===== src/rtl/pc_fetch_unit.sv =====
// Instruction-fetch stage: PC register, next-PC selection and IF/ID pipeline register.
// Latency: instruction at readAddress appears on if_id_* one clock edge later.
// Backpressure: stall holds PC, IF/ID and error flag; redirect/flush inputs are ignored while stalled.
//
// Ports:
//   clk, reset_n        rising-edge clock, asynchronous active-low reset
//   stall, flush        hazard-unit controls
//   branch_taken/offset conditional branch from ID (offset in words)
//   jump/jump_index     J/JAL from ID
//   jump_reg/jr_target  JR/JALR from ID
//   instruction         combinational read data from instruction memory
//   readAddress         current PC
//   if_id_*             registered instruction, its PC+4 and valid flag
//   misaligned_err      sticky flag for JR targets with nonzero low bits
module pc_fetch_unit #(
    parameter logic [31:0] RESET_PC = 32'h0000_0000,
    parameter logic [31:0] NOP_WORD = 32'h0000_0000
) (
    input  logic        clk,
    input  logic        reset_n,
    input  logic        stall,
    input  logic        flush,
    input  logic        branch_taken,
    input  logic [31:0] branch_offset,
    input  logic        jump,
    input  logic [25:0] jump_index,
    input  logic        jump_reg,
    input  logic [31:0] jr_target,
    input  logic [31:0] instruction,
    output logic [31:0] readAddress,
    output logic [31:0] if_id_instruction,
    output logic [31:0] if_id_pc_plus4,
    output logic        if_id_valid,
    output logic        misaligned_err
);

    logic [31:0] pc_q, pc_d;
    logic [31:0] ifid_instr_q, ifid_instr_d;
    logic [31:0] ifid_pc4_q, ifid_pc4_d;
    logic        ifid_vld_q, ifid_vld_d;
    logic        mis_err_q, mis_err_d;

    logic [31:0] pc_plus4;
    logic [31:0] br_tgt;
    logic [31:0] j_tgt;
    logic [31:0] jr_tgt;
    logic        redirect;

    // Redirect targets are relative to the instruction currently held in ID.
    always_comb begin
        pc_plus4 = pc_q + 32'd4;
        br_tgt   = ifid_pc4_q + (branch_offset << 2);
        j_tgt    = {ifid_pc4_q[31:28], jump_index, 2'b00};
        jr_tgt   = {jr_target[31:2], 2'b00};
    end

    always_comb begin
        pc_d         = pc_q;
        ifid_instr_d = ifid_instr_q;
        ifid_pc4_d   = ifid_pc4_q;
        ifid_vld_d   = ifid_vld_q;
        mis_err_d    = mis_err_q;
        redirect     = 1'b0;

        if (!stall) begin
            // Redirects only come from a real instruction in ID; a bubble cannot branch.
            if (ifid_vld_q && jump_reg) begin
                redirect = 1'b1;
                pc_d     = jr_tgt;
                if (jr_target[1:0] != 2'b00) begin
                    mis_err_d = 1'b1;
                end
            end else if (ifid_vld_q && jump) begin
                redirect = 1'b1;
                pc_d     = j_tgt;
            end else if (ifid_vld_q && branch_taken) begin
                redirect = 1'b1;
                pc_d     = br_tgt;
            end else begin
                pc_d = pc_plus4;
            end

            // No delay slots: a taken redirect squashes the word fetched this cycle.
            if (redirect || flush) begin
                ifid_instr_d = NOP_WORD;
                ifid_pc4_d   = 32'd0;
                ifid_vld_d   = 1'b0;
            end else begin
                ifid_instr_d = instruction;
                ifid_pc4_d   = pc_plus4;
                ifid_vld_d   = 1'b1;
            end
        end
    end

    always_ff @(posedge clk or negedge reset_n) begin
        if (!reset_n) begin
            pc_q         <= RESET_PC;
            ifid_instr_q <= NOP_WORD;
            ifid_pc4_q   <= 32'd0;
            ifid_vld_q   <= 1'b0;
            mis_err_q    <= 1'b0;
        end else begin
            pc_q         <= pc_d;
            ifid_instr_q <= ifid_instr_d;
            ifid_pc4_q   <= ifid_pc4_d;
            ifid_vld_q   <= ifid_vld_d;
            mis_err_q    <= mis_err_d;
        end
    end

    assign readAddress       = pc_q;
    assign if_id_instruction = ifid_instr_q;
    assign if_id_pc_plus4    = ifid_pc4_q;
    assign if_id_valid       = ifid_vld_q;
    assign misaligned_err    = mis_err_q;

endmodule


===== config.mk =====
export PLATFORM = sky130hd
export DESIGN_NAME = pc_fetch_unit
export DESIGN_NICKNAME = d
export VERILOG_FILES = /design/src/rtl/pc_fetch_unit.sv
export SDC_FILE = /design/constraint.sdc
export NUM_CORES = 1
export LEC_CHECK = 0
export BUFFER_PORTS_ARGS = -buffer_cell sky130_fd_sc_hd__buf_2
export CORE_MARGIN = 2
export CORE_UTILIZATION = 44
export CTS_BUF_LIST = sky130_fd_sc_hd__clkbuf_8
export CTS_CLUSTER_SIZE = 12
export DETAILED_ROUTE_END_ITERATION = 10
export GPL_TIMING_DRIVEN = 0
export PLACE_DENSITY = 0.74
export SLEW_MARGIN = 10
export SYNTH_ARGS = -nofsm -noshare
export SYNTH_HDL_FRONTEND = slang
export SYNTH_SLANG_ARGS = --single-unit

===== constraint.sdc =====
create_clock -name clk -period 2.9 [get_ports clk]
set_clock_uncertainty 0.05 [all_clocks]
set_input_delay 0 -clock clk [delete_from_list [all_inputs] [get_ports clk]]
set_output_delay 0 -clock clk [all_outputs]
set_load 0.005 [all_outputs]

==> out/qor.csv, run 1 <==
stage;metric;value;unit
placement;place.gp.congestion;0.999;
timing;setup_tns;0;ps
logic_synthesis;syn_inst;768;
final_layout;final_common_cell;buf_2;
critical_path;crit_type;reg -> reg;
die;core-area;14600;um2
critical_path;cp-start-kind;register;
timing;fin_ws;49.0;ps
pwr;powerDensity;550;nW/um2
final_layout;syn2layout_area_growth;39.1;%
critical_path;r2r_cells;8;
die;row_count;44;
critical_path;setup.worst_path.end_class;register;
clock_network;cts.clk_slew.worst_paths;100;ps
final_layout;final_cell_mix;225 x buf_2, 97 x dfrtp_1, 83 x dlygate4sd3_1;
final_layout;final_cell_area;9240;um2
die;start_util;0.453;
timing;fin_crit;2850;ps
die;die_area;16100;um2
logic_synthesis;synth_area;6640;um2
clock_network;clk-insertion-delay-late;400;ps
critical_path;cp_data_required_time;3160;ps
status;outcome;completed;
critical_path;r2r_setup_slack;50;ps
critical_path;cp_cell_sequence;ha_2, a21o_1, a311oi_4, nor4b_4, or4_4, nand3_1, mux2_2, a311oi_2;
global_routing;grt_max_degree;60;
die;die_h;127;um
timing;hold_viol;0;
logic_synthesis;synth_seq_cells;98;
min_path;min_path_cells;4;
timing;fin_crit_sh;0.983;
critical_path;r2r_end;readAddress[31];
critical_path;cp_max_fo;6;
route;ant_nets;0;
final_layout;drive_above_1_share;0.263;
route;first_iter_violations;642;
global_routing;grt_pass1_wl;40.9;mm
timing;tightest_slew;810;ps
critical_path;cp.arrival;3110;ps
die;chipWidth;127;um
min_path;min_from;jump_index[22];
critical_path;critical_path.startpoint;if_id_pc_plus4[5];
logic_synthesis;syn-num-nets;928;
critical_path;cpPeakStageDelay;580;ps
timing;fmax;0.351;GHz
clock_network;clock_path_buffers;2;
placement;dp_slack;-361;ps
critical_path;rr_startpoint;if_id_pc_plus4[5];
clock_network;clock-root-buffer;clkbuf_8;
logic_synthesis;avgSynthCellArea;8.65;um2
logic_synthesis;ys.flop_type;dfrtp_1;
timing;drv_slew;0;
route;finalWirelength;26.6;mm
route;routedWlPerCell;20.9;um
placement;hpwl;18.7;mm
global_routing;grt.overflow.total;0;
route;viasPerCell;6.01;
clock_network;cts_sinks;98;
final_layout;final_nets;1248;
route;drc_errors;0;
flow_run;drv_cap;0;
logic_synthesis;ys_seq_area_frac;0.369;
min_path;hp-class;in -> reg;
final_layout;fillers;1301;
timing;finalSetupViolCount;0;
logic_synthesis;synth-edff-count;0;
min_path;worstHoldEndpoint;readAddress[24];
global_routing;grt_usage;0.329;
logic_synthesis;yosysWarningCount;0;
placement;post-place-cells;1176;
critical_path;crit_slowest_cell;or4_4;
clock_network;htreeDepth;3;
clock_network;cts_tree;yes;
route;routed-via-count;7669;
global_routing;antenna_found_initial;0;
clock_network;cts_buffers;9;
final_layout;fin_cells;1277;
timing;relSlewSlack;0.460;
pwr;cellLeakagePower;4.51;nW
placement;placed_area;8020;um2
global_routing;grt_pass1_vias;7664;
logic_synthesis;synth.distinct_cells;65;
logic_synthesis;ys_async_sr_fraction;1.00;
route;firstDrtPassIters;5;
placement;io_buffers;223;
final_layout;diodes;0;
pwr;peakVddDrop;0.300;mV
die;ioPinCount;227;
[timing repair]
action                                  CTS  global route
pin swaps                                 3             4
endpoints found under the setup margin   55            33
buffers inserted                          4             2
hold buffers                             83             0
resized for setup                        18            20
endpoints found under the hold margin    98             0
[state kept, by name, indices dropped and copies added, names as in the netlist]
name / cells
if_id_pc_plus4: 32
if_id_valid: 1
misaligned_err: 1
if_id_instruction: 32
readAddress: 32
[synthesized netlist by cell type (5+ instances only)]
master,instances,area share
a211o_1,5,0.0066
a211oi_1,9,0.010
a21o_1,11,0.012
a21oi_1,53,0.040
a22o_1,46,0.061
a22oi_1,7,0.0079
a31oi_1,7,0.0066
and2_1,8,0.0075
and3_1,23,0.022
clkbuf_1,39,0.022
dfrtp_1,98,0.37
ha_1,30,0.057
inv_1,11,0.0062
mux2i_1,5,0.0075
nand2_1,82,0.046
nand3_1,21,0.016
nand4_1,12,0.011
nor2_1,51,0.029
nor3_1,22,0.017
nor4_1,6,0.0057
o211ai_1,9,0.010
o21a_1,6,0.0068
o21ai_0,79,0.060
o31a_1,6,0.0079
o31ai_1,5,0.0057
xnor2_1,19,0.025
xor2_1,22,0.029
[routing by layer]
metal	GRT usage	part of all wire	up-vias
li1	-	-	3521
met1	0.412	0.40	3606
met2	0.552	0.48	461
met3	0.0671	0.093	81
met4	0.141	0.033	0
met5	0	0	-
[final cells by class]
cell class | count | area [um2] | share of cell area
Multi-Input combinational cell | 614 | 4130 | 0.447
Clock inverter | 7 | 77.6 | 0.00840
Sequential cell | 98 | 2450 | 0.266
Inverter | 11 | 41.3 | 0.00447
Buffer | 41 | 161 | 0.0175
Clock buffer | 9 | 124 | 0.0134
Tap cell | 184 | 230 | 0.0249
Timing Repair Buffer | 313 | 2020 | 0.219
[per-stage QoR]
step	utilization	hold WS [ps]	total power [mW]
2_1_floorplan	-	-346	3.08
5_1_grt	0.631	60.9	5.39
6_report	0.631	13.5	5.08
4_1_cts	0.624	9.05	4.98
3_3_place_gp	0.545	165	3.83
3_5_place_dp	0.547	-18.1	3.86
[how the worst max path moves through the flow]
stage                                 end  slack (ps)  cells after the start
after floorplan           readAddress[31]          80                      9
after global placement    readAddress[28]        -390                      9
after detailed placement  readAddress[26]        -360                      9
after CTS                 readAddress[30]          20                      8
after global routing      readAddress[31]          -4                      9
final                     readAddress[31]          50                      8
[where the power goes]
part / switching [mW] / internal [mW]
logic: 1.21 / 0.986
clock network: 0.549 / 0.407
registers: 0.329 / 1.60
total: 2.09 / 2.99
[logic make-up (layout without fill, tap and decap cells)]
group           count (synthesis)  in the layout  share of synthesized area
compound gates                285            285                      0.290
simple gates                  251            251                      0.185
xor+xnor                       41             41                     0.0541
mux                             6              6                    0.00923
flops                          98             98                      0.369
fa+ha+maj                      31             31                     0.0595
buf+inv                        56            381                     0.0322
[critical path: cells and delay by family (launching register included)]
kind | cells | cell delay (ps)
AOI/OAI and AO/OA | 3 | 800
adders and majority gates | 1 | 340
DFF | 1 | 430
muxes | 1 | 350
and+or+nand+nor | 3 | 800
(Power assumes the default switching activity.)
==> run 2, diff against run 1 <==
Settings changed: PLACE_DENSITY 0.74 to 0.84.
==> run 2 against run 1 <==
Compared with the run above: cell count hardly changed; register-to-register slack better by 50 ps; highest routed layer unchanged; core utilization is 0.38 points lower; largest cell class unchanged; setup slack better by 53 ps; non-clock buffer count is 1 higher; first-iteration DRC count is 21% higher; sequential share of layout area is 0.15 points higher.
==> out/qor.csv, run 2 (synthesis gave the netlist of run 1 again) <==
stage;metric;value;unit
timing;tightest_slew;809;ps
critical_path;cp.arrival;3060;ps
die;row_count;44;
clock_network;htreeDepth;3;
critical_path;critical_path.startpoint;if_id_pc_plus4[5];
global_routing;grt.overflow.total;0;
die;die_h;127;um
route;drc_errors;0;
global_routing;antenna_found_initial;1;
die;core-area;14600;um2
timing;fin_crit;2800;ps
placement;hpwl;18.8;mm
placement;place.gp.congestion;0.995;
timing;relSlewSlack;0.456;
die;chipWidth;127;um
placement;placed_area;8020;um2
critical_path;setup.worst_path.end_class;register;
clock_network;cts_tree;yes;
critical_path;cp_max_fo;6;
die;die_area;16100;um2
route;first_iter_violations;779;
final_layout;fin_cells;1278;
placement;dp_slack;-383;ps
die;ioPinCount;227;
route;routedWlPerCell;21.2;um
final_layout;fillers;1225;
min_path;min_from;jump_index[4];
final_layout;syn2layout_area_growth;38.3;%
global_routing;grt_pass1_wl;41.0;mm
critical_path;cp_data_required_time;3170;ps
route;viasPerCell;6.18;
placement;post-place-cells;1176;
final_layout;final_cell_mix;225 x buf_2, 98 x dfrtp_1, 84 x dlygate4sd3_1;
route;finalWirelength;27.1;mm
route;firstDrtPassIters;7;
min_path;hp-class;in -> reg;
global_routing;met2_usage;0.526;
final_layout;final_cell_area;9180;um2
pwr;powerDensity;541;nW/um2
status;outcome;completed;
timing;drv_slew;0;
critical_path;crit_type;reg -> reg;
clock_network;clock-root-buffer;clkbuf_8;
timing;rsz0062_at_grt;true;
final_layout;drive_above_1_share;0.257;
global_routing;grt_usage;0.326;
clock_network;clock_path_buffers;2;
timing;fin_crit_sh;0.965;
clock_network;cts_buffers;9;
global_routing;grt_pass1_vias;7674;
global_routing;busiest_layer;met2;
die;start_util;0.453;
clock_network;cts_sinks;98;
pwr;cellLeakagePower;4.48;nW
timing;fmax;0.357;GHz
final_layout;final_nets;1249;
final_layout;final_util;0.627;
route;ant_nets;0;
timing;fin_ws;102;ps
clock_network;clk-insertion-delay-late;400;ps
flow_run;drv_cap;0;
global_routing;grt_util_met1;0.414;
critical_path;cp-start-kind;register;
route;routed-via-count;7901;
clock_network;cts.clk_slew.worst_paths;110;ps
final_layout;diodes;0;
placement;io_buffers;223;
timing;whs;18.9;ps
final_layout;final_common_cell;buf_2;
global_routing;grt_max_degree;62;
global_routing;grt_use_met3;0.0624;
pwr;peakVddDrop;0.382;mV
critical_path;rr_startpoint;if_id_pc_plus4[5];
timing;finalSetupViolCount;0;
timing;hold_viol;0;
## run 2: what timing repair did
action | CTS | global route
setup buffers | 3 | 2
gates resized for setup | 16 | 15
gates cloned | 0 | 0
endpoints found under the hold margin | 158 | 0
pin swaps | 3 | 4
hold buffers | 84 | 0
endpoints found under the setup margin | 41 | 53
## run 2: routing by layer
| layer | share of wire | vias up |
|---|---|---|
| met5 | 0 | - |
| met4 | 0.050 | 0 |
| met3 | 0.093 | 110 |
| met2 | 0.46 | 571 |
| met1 | 0.40 | 3702 |
| li1 | - | 3518 |
## run 2: critical path, stage by stage, from the launching register on
cell	delay [ps]
dfrtp_1	430
ha_2	330
a21o_1	210
a311oi_4	280
nor4b_2	130
or4_4	580
nand3_1	110
mux2_2	350
a311oi_2	250
## run 2: layout make-up
class / instances / area [um2] / share of cell area
multi-input cells: 614 / 4100 / 0.446
clock buffers: 9 / 124 / 0.0135
well taps: 184 / 230 / 0.0251
repair buffers: 313 / 2020 / 0.221
flip-flops and latches: 98 / 2450 / 0.267
inverters: 11 / 41.3 / 0.00450
clock inverters: 7 / 47.5 / 0.00518
plain buffers: 42 / 164 / 0.0179
## run 2: worst paths after layout
check	end	slack, ps	depth (start not counted)
max	readAddress[31]	100	8
min	readAddress[6]	20	5
max reg2reg	readAddress[31]	100	8
min reg2reg	misaligned_err	430	1
max in group asynchronous	if_id_pc_plus4[29]	2050	3
min in group asynchronous	if_id_instruction[25]	50	2
## run 2: report_power, final
part	leakage (nW)	total, mW	switching [mW]	internal [mW]
registers	1.27	1.93	0.327	1.60
logic	3.12	2.19	1.21	0.979
clock network	0.0845	0.854	0.543	0.311
total	4.48	4.97	2.08	2.89
## run 2: through the flow
step | TNS, ps | power [mW]
global placement | -4390 | 3.81
CTS | 0 | 4.84
global route | -51.2 | 5.23
detailed placement | -6110 | 3.86
floorplan | 0 | 3.08
finish | 0 | 4.97
